## src/rtl/multicycle_control.sv

```systemverilog
// multicycle_control: main control FSM of the multicycle processor.
// Steps each instruction through fetch/decode/execute/memory/writeback,
// drives the datapath enables and the 4-bit alu_op consumed by ALUControl.
// Memory accesses stall in FETCH, MEM_RD and MEM_WR until mem_ready.
// Optional feature macro: BRANCH_EXT_EN (adds bgt/bge/blt/ble branches).
// Handshake: mem_ready is sampled in FETCH, MEM_RD and MEM_WR only; the
// state advances on the first rising edge that sees it high, and every
// output stays constant while it is low.
module multicycle_control #(
    parameter int STATE_W = 4
) (
    input  logic               clk,
    input  logic               rst_n,
    input  logic [5:0]         opcode,
    input  logic               mem_ready,
    output logic               pc_write,
    output logic               pc_write_cond,
    output logic               iord,
    output logic               mem_read,
    output logic               mem_write,
    output logic               ir_write,
    output logic               mem_to_reg,
    output logic               reg_dst,
    output logic               reg_write,
    output logic               alu_src_a,
    output logic [1:0]         alu_src_b,
    output logic [1:0]         pc_source,
    output logic [3:0]         alu_op,
    output logic               illegal,
    output logic [STATE_W-1:0] state
);

    localparam logic [3:0] S_FETCH    = 4'd0;
    localparam logic [3:0] S_DECODE   = 4'd1;
    localparam logic [3:0] S_MEM_ADDR = 4'd2;
    localparam logic [3:0] S_MEM_RD   = 4'd3;
    localparam logic [3:0] S_MEM_WB   = 4'd4;
    localparam logic [3:0] S_MEM_WR   = 4'd5;
    localparam logic [3:0] S_R_EXEC   = 4'd6;
    localparam logic [3:0] S_R_WB     = 4'd7;
    localparam logic [3:0] S_BRANCH   = 4'd8;
    localparam logic [3:0] S_JUMP     = 4'd9;
    localparam logic [3:0] S_I_EXEC   = 4'd10;
    localparam logic [3:0] S_I_WB     = 4'd11;

    localparam logic [5:0] OP_R    = 6'b000000;
    localparam logic [5:0] OP_ADDI = 6'b001000;
    localparam logic [5:0] OP_ANDI = 6'b001100;
    localparam logic [5:0] OP_ORI  = 6'b001101;
    localparam logic [5:0] OP_LW   = 6'b100011;
    localparam logic [5:0] OP_SW   = 6'b101011;
    localparam logic [5:0] OP_BEQ  = 6'b000100;
    localparam logic [5:0] OP_BNE  = 6'b000101;
    localparam logic [5:0] OP_J    = 6'b000010;
`ifdef BRANCH_EXT_EN
    localparam logic [5:0] OP_BGT  = 6'b010000;
    localparam logic [5:0] OP_BGE  = 6'b010001;
    localparam logic [5:0] OP_BLT  = 6'b010010;
    localparam logic [5:0] OP_BLE  = 6'b010011;
`endif

    logic [3:0] state_q, state_d;
    logic [5:0] opcode_q, opcode_d;
    logic       illegal_q, illegal_d;

    // Next-state logic; the opcode is captured only while in DECODE
    always_comb begin
        state_d   = state_q;
        opcode_d  = opcode_q;
        illegal_d = 1'b0;
        case (state_q)
            S_FETCH:    if (mem_ready) state_d = S_DECODE;
            S_DECODE: begin
                opcode_d = opcode;
                case (opcode)
                    OP_LW, OP_SW:               state_d = S_MEM_ADDR;
                    OP_R:                       state_d = S_R_EXEC;
                    OP_ADDI, OP_ANDI, OP_ORI:   state_d = S_I_EXEC;
                    OP_BEQ, OP_BNE:             state_d = S_BRANCH;
`ifdef BRANCH_EXT_EN
                    OP_BGT, OP_BGE, OP_BLT, OP_BLE: state_d = S_BRANCH;
`endif
                    OP_J:                       state_d = S_JUMP;
                    default: begin
                        state_d   = S_FETCH;
                        illegal_d = 1'b1;
                    end
                endcase
            end
            S_MEM_ADDR: state_d = (opcode_q == OP_SW) ? S_MEM_WR : S_MEM_RD;
            S_MEM_RD:   if (mem_ready) state_d = S_MEM_WB;
            S_MEM_WB:   state_d = S_FETCH;
            S_MEM_WR:   if (mem_ready) state_d = S_FETCH;
            S_R_EXEC:   state_d = S_R_WB;
            S_R_WB:     state_d = S_FETCH;
            S_I_EXEC:   state_d = S_I_WB;
            S_I_WB:     state_d = S_FETCH;
            S_BRANCH:   state_d = S_FETCH;
            S_JUMP:     state_d = S_FETCH;
            default:    state_d = S_FETCH;
        endcase
    end

    // State, latched opcode and illegal pulse registers
    always_ff @(posedge clk or negedge rst_n) begin
        if (!rst_n) begin
            state_q   <= S_FETCH;
            opcode_q  <= 6'b000000;
            illegal_q <= 1'b0;
        end else begin
            state_q   <= state_d;
            opcode_q  <= opcode_d;
            illegal_q <= illegal_d;
        end
    end

    logic [3:0] imm_alu_op;
    logic [3:0] branch_alu_op;

    // ALU operation for immediate arithmetic and branch compares, from opcode_q
    always_comb begin
        imm_alu_op    = 4'b0001;
        branch_alu_op = 4'b0100;
        case (opcode_q)
            OP_ANDI: imm_alu_op = 4'b0010;
            OP_ORI:  imm_alu_op = 4'b0011;
            default: imm_alu_op = 4'b0001;
        endcase
        case (opcode_q)
            OP_BNE:  branch_alu_op = 4'b0101;
`ifdef BRANCH_EXT_EN
            OP_BGT:  branch_alu_op = 4'b0110;
            OP_BGE:  branch_alu_op = 4'b0111;
            OP_BLT:  branch_alu_op = 4'b1000;
            OP_BLE:  branch_alu_op = 4'b1001;
`endif
            default: branch_alu_op = 4'b0100;
        endcase
    end

    // Moore output decode; everything is forced low while reset is asserted
    // so that an in-flight write is cut off immediately
    always_comb begin
        pc_write      = 1'b0;
        pc_write_cond = 1'b0;
        iord          = 1'b0;
        mem_read      = 1'b0;
        mem_write     = 1'b0;
        ir_write      = 1'b0;
        mem_to_reg    = 1'b0;
        reg_dst       = 1'b0;
        reg_write     = 1'b0;
        alu_src_a     = 1'b0;
        alu_src_b     = 2'b00;
        pc_source     = 2'b00;
        alu_op        = 4'b0001;
        illegal       = illegal_q;
        state         = STATE_W'(state_q);
        case (state_q)
            S_FETCH: begin
                mem_read  = 1'b1;
                alu_src_b = 2'b01;
                ir_write  = mem_ready;
                pc_write  = mem_ready;
            end
            S_DECODE:   alu_src_b = 2'b11;
            S_MEM_ADDR: begin
                alu_src_a = 1'b1;
                alu_src_b = 2'b10;
            end
            S_MEM_RD: begin
                mem_read = 1'b1;
                iord     = 1'b1;
            end
            S_MEM_WB: begin
                reg_write  = 1'b1;
                mem_to_reg = 1'b1;
            end
            S_MEM_WR: begin
                mem_write = 1'b1;
                iord      = 1'b1;
            end
            S_R_EXEC: begin
                alu_src_a = 1'b1;
                alu_op    = 4'b0000;
            end
            S_R_WB: begin
                reg_write = 1'b1;
                reg_dst   = 1'b1;
                alu_op    = 4'b0000;
            end
            S_I_EXEC: begin
                alu_src_a = 1'b1;
                alu_src_b = 2'b10;
                alu_op    = imm_alu_op;
            end
            S_I_WB: begin
                alu_src_a = 1'b1;
                alu_src_b = 2'b10;
                alu_op    = imm_alu_op;
                reg_write = 1'b1;
            end
            S_BRANCH: begin
                alu_src_a     = 1'b1;
                pc_write_cond = 1'b1;
                pc_source     = 2'b01;
                alu_op        = branch_alu_op;
            end
            S_JUMP: begin
                pc_write  = 1'b1;
                pc_source = 2'b10;
            end
            default: ;
        endcase
        if (!rst_n) begin
            pc_write      = 1'b0;
            pc_write_cond = 1'b0;
            iord          = 1'b0;
            mem_read      = 1'b0;
            mem_write     = 1'b0;
            ir_write      = 1'b0;
            mem_to_reg    = 1'b0;
            reg_dst       = 1'b0;
            reg_write     = 1'b0;
            alu_src_a     = 1'b0;
            alu_src_b     = 2'b00;
            pc_source     = 2'b00;
            alu_op        = 4'b0000;
            illegal       = 1'b0;
            state         = '0;
        end
    end

endmodule

```

## config.mk

```make
export PLATFORM = sky130hd
export DESIGN_NAME = multicycle_control
export DESIGN_NICKNAME = d
export VERILOG_FILES = /design/src/rtl/multicycle_control.sv
export SDC_FILE = /design/constraint.sdc
export NUM_CORES = 1
export LEC_CHECK = 0
export BUFFER_PORTS_ARGS = -buffer_cell sky130_fd_sc_hd__buf_4
export CAP_MARGIN = 20
export CORE_AREA = 2 2 49 47
export CTS_CLUSTER_DIAMETER = 30
export DETAILED_ROUTE_END_ITERATION = 7
export DIE_AREA = 0 0 51 49
export GPL_ROUTABILITY_DRIVEN = 0
export HOLD_SLACK_MARGIN = 0.12
export PLACE_DENSITY = 0.76
export SYNTH_ARGS = -nofsm -noshare
export SYNTH_HDL_FRONTEND = slang
export SYNTH_SLANG_ARGS = --single-unit
```

## constraint.sdc

```tcl
create_clock -name clk -period 1.9 [get_ports clk]
set_clock_uncertainty 0.2 [all_clocks]
set_input_delay 0.095 -clock clk [delete_from_list [all_inputs] [get_ports clk]]
set_output_delay 0.095 -clock clk [all_outputs]
set_load 0.01 [all_outputs]
```

==> out/metrics.yaml <==
wl_mm: 3.02
diodes: 0
die_area_um2: 2500
outcome: "completed"
overflow: 0
cts_tree: "yes"
io_buffers: 30
crit_buf_inv: 2
viasPerCell: 5.74
rr_worst_depth: 6
grt_pass1_vias: 928
routed-via-count: 1120
cts_max_path_buffers: 2
cts_root_buf: "clkbuf_4"
nNetsFinal: 178
hold_viol: 0
highest_layer: "met4"
slew_violations: 0
fin_util: 0.670
hold_class: "input port to asynchronous set/reset pin"
crit_chain: "buf_4 -> o21ai_0 -> o21ai_0 -> and3b_1 -> buf_4"
wl_met1_mm: 1.25
synth_nets: 133
ys_ff_latch: 11
crit_required_ns: 1.60
first_pass_iters: 4
yosys_warnings: 0
period_share: 0.981
dr_wl_met3_um: 186
hold-worst-slack_ns: 0.246
num_rows: 16
path_class: "flop to output port"
clk_latency_ns: 0.28
grt_usage: 0.217
cts-buffers-inserted: 3
critPathMaxFanout: 12
final_cell_count_no_fill: 195
cp.depth: 5
final-setup-viol-count: 0
critPathTopFamily: "flip-flops"
netlist_instances: 124
dieHeight_um: 49
cts_htree_levels: 1
path_clk_slew_ns: 0.08
drive_above_1_share: 0.351
core_region_area_um2: 2020
ir_drop_mv: 0.664
grt_max_degree: 14
antenna_left: 0
worst_pin_slew_ns: 0.570
syn_to_final_growth_pct: 46.2
avgSynthCellArea_um2: 7.48
fin_area_um2: 1360
placed_cell_area_um2: 1160
drtIter0Drc: 25
wl_met2_mm: 1.52
top_level_ports: 32
worstSetupStartpointType: "flop"
yosysSeqAreaShare: 0.297
worstPathArrival_ns: 1.57
fill_cells: 165
setup_tns_ns: 0
p_per_area_nw_per_um2: 1170
place_inst: 175
cp_slowest_cell: "dfrtp_1"
antenna_found_initial: 0
dpl.hpwl_mm: 1.80
routedWlPerCell_um: 15.5
clock_sinks: 11
end_kind: "output port"
ys_types: 43
drc: 0
start_util: 0.459
drv_cap: 0
max_freq_mhz: 536
syn_area_um2: 927
fp.dieW_um: 51
relSlewSlack: 0.619
leakage_nw: 0.634
period_needed_ns: 1.86
grt_pass1_wl_mm: 4.16
worst_path_largest_cell_delay_ns: 0.43
reg2reg_slack_ns: 0.04
==> path summary, 6_finish.rpt <==
kind / start / endpoint
worst max-delay path: state_q[3]$_DFFE_PN0P_ / alu_src_b[1]
worst min-delay path: rst_n / opcode_q[0]$_DFFE_PN0P_
worst max register to register: state_q[0]$_DFFE_PN0P_ / state_q[2]$_DFFE_PN0P_
worst min register to register: opcode_q[5]$_DFFE_PN0P_ / opcode_q[5]$_DFFE_PN0P_
max in group asynchronous: rst_n / state_q[0]$_DFFE_PN0P_
min in group clk: opcode_q[5]$_DFFE_PN0P_ / opcode_q[5]$_DFFE_PN0P_
==> cell type report <==
class / instances / area (um^2) / share of cell area
flip-flops and latches: 11 / 279 / 0.206
repair buffers: 51 / 400 / 0.295
well taps: 27 / 33.8 / 0.0249
clock buffers: 4 / 26.3 / 0.0194
inverters: 2 / 7.51 / 0.00554
multi-input cells: 100 / 608 / 0.449
==> through the flow <==
| step | setup WS (ns) | power, W |
|---|---|---|
| after floorplan | 0.222 | 0.000930 |
| after global placement | 0.230 | 0.00118 |
| after detailed placement | 0.173 | 0.00120 |
| after CTS | 0.0365 | 0.00139 |
| after global routing | -0.0471 | 0.00168 |
| final | 0.0353 | 0.00158 |
==> routing by layer <==
metal | up-vias | global-route usage
met2 | 49 | 0.342
met3 | 11 | 0.0184
met5 | - | 0
met1 | 536 | 0.296
li1 | 524 | -
met4 | 0 | 0.104
==> where the power goes <==
part | internal (W) | leakage [nW] | switching [W]
clock | 0.0000815 | 0.0150 | 0.0000929
combinational | 0.000451 | 0.483 | 0.000495
sequential | 0.000338 | 0.136 | 0.000120
==> placed cells by master (no fill, tap or decap), drive strengths merged, types with 3 or more instances in the layout <==
cell and instances:
dfrtp 11, dlygate4sd3 8, clkbuf 5, nand3 3, nand2b 4, nor2 10, nor2b 5, nor3 7
buf 42, o21ai 8, and2 5, nand2 26
==> repair_timing <==
item                                    4_1_cts  5_1_grt
endpoints found under the hold margin        22        0
hold buffers                                  8        0
gates resized for setup                       3        6
buffers inserted                              0        8
endpoints found under the setup margin        4        4
pin swaps                                     0        0
==> registers in the layout, indices dropped and copies added (netlist names) <==
signal     flops
illegal_q      1
opcode_q       6
state_q        4
==> cells by family (layout without fill, tap and decap cells) <==
logic type	count (synthesis)	in the layout	synth area share
and+or+nand+nor	74	74	0.430
xor gates and xnor gates	1	1	0.00945
DFF	11	11	0.297
other	1	1	0.00404
AOI/OAI and AO/OA	23	23	0.171
buffers and inverters	13	57	0.0769
muxes	1	1	0.0108
==> cells in the mapped netlist <==
library cell  count  area share
nor3_2            1       0.011
nor4bb_1          1       0.011
o221ai_1          1      0.0094
nand3b_1          2       0.016
and2_1            5       0.034
nand4b_1          1      0.0094
nor2b_1           5       0.034
nor4_1            2       0.013
buf_6             1       0.012
xnor2_1           1      0.0094
or4_4             1       0.012
nor3b_1           2       0.016
o21ai_1           1      0.0054
nor2_2            1      0.0068
o22ai_1           1      0.0068
nor3_1            6       0.032
nor2_1            9       0.036
conb_1            1      0.0040
o22ai_2           1       0.013
mux2i_1           1       0.011
a2bb2o_1          1       0.011
o31ai_1           2       0.016
o311ai_1          1      0.0094
o21ai_0           7       0.038
buf_2             3       0.016
buf_4             3       0.024
o32a_2            1       0.012
nand2b_1          4       0.027
or4_1             1      0.0081
nand3_1           3       0.016
a21oi_1           2       0.011
inv_1             2      0.0081
or2_1             1      0.0068
and3b_1           1      0.0094
dfrtp_1          11        0.30
nor4b_2           1       0.016
nand2_1          26        0.11
a31oi_1           1      0.0068
clkbuf_1          4       0.016
a211oi_1          1      0.0081
nor4b_1           1      0.0094
a22oi_1           1      0.0081
o21a_1            2       0.016
(Power assumes the default switching activity.)
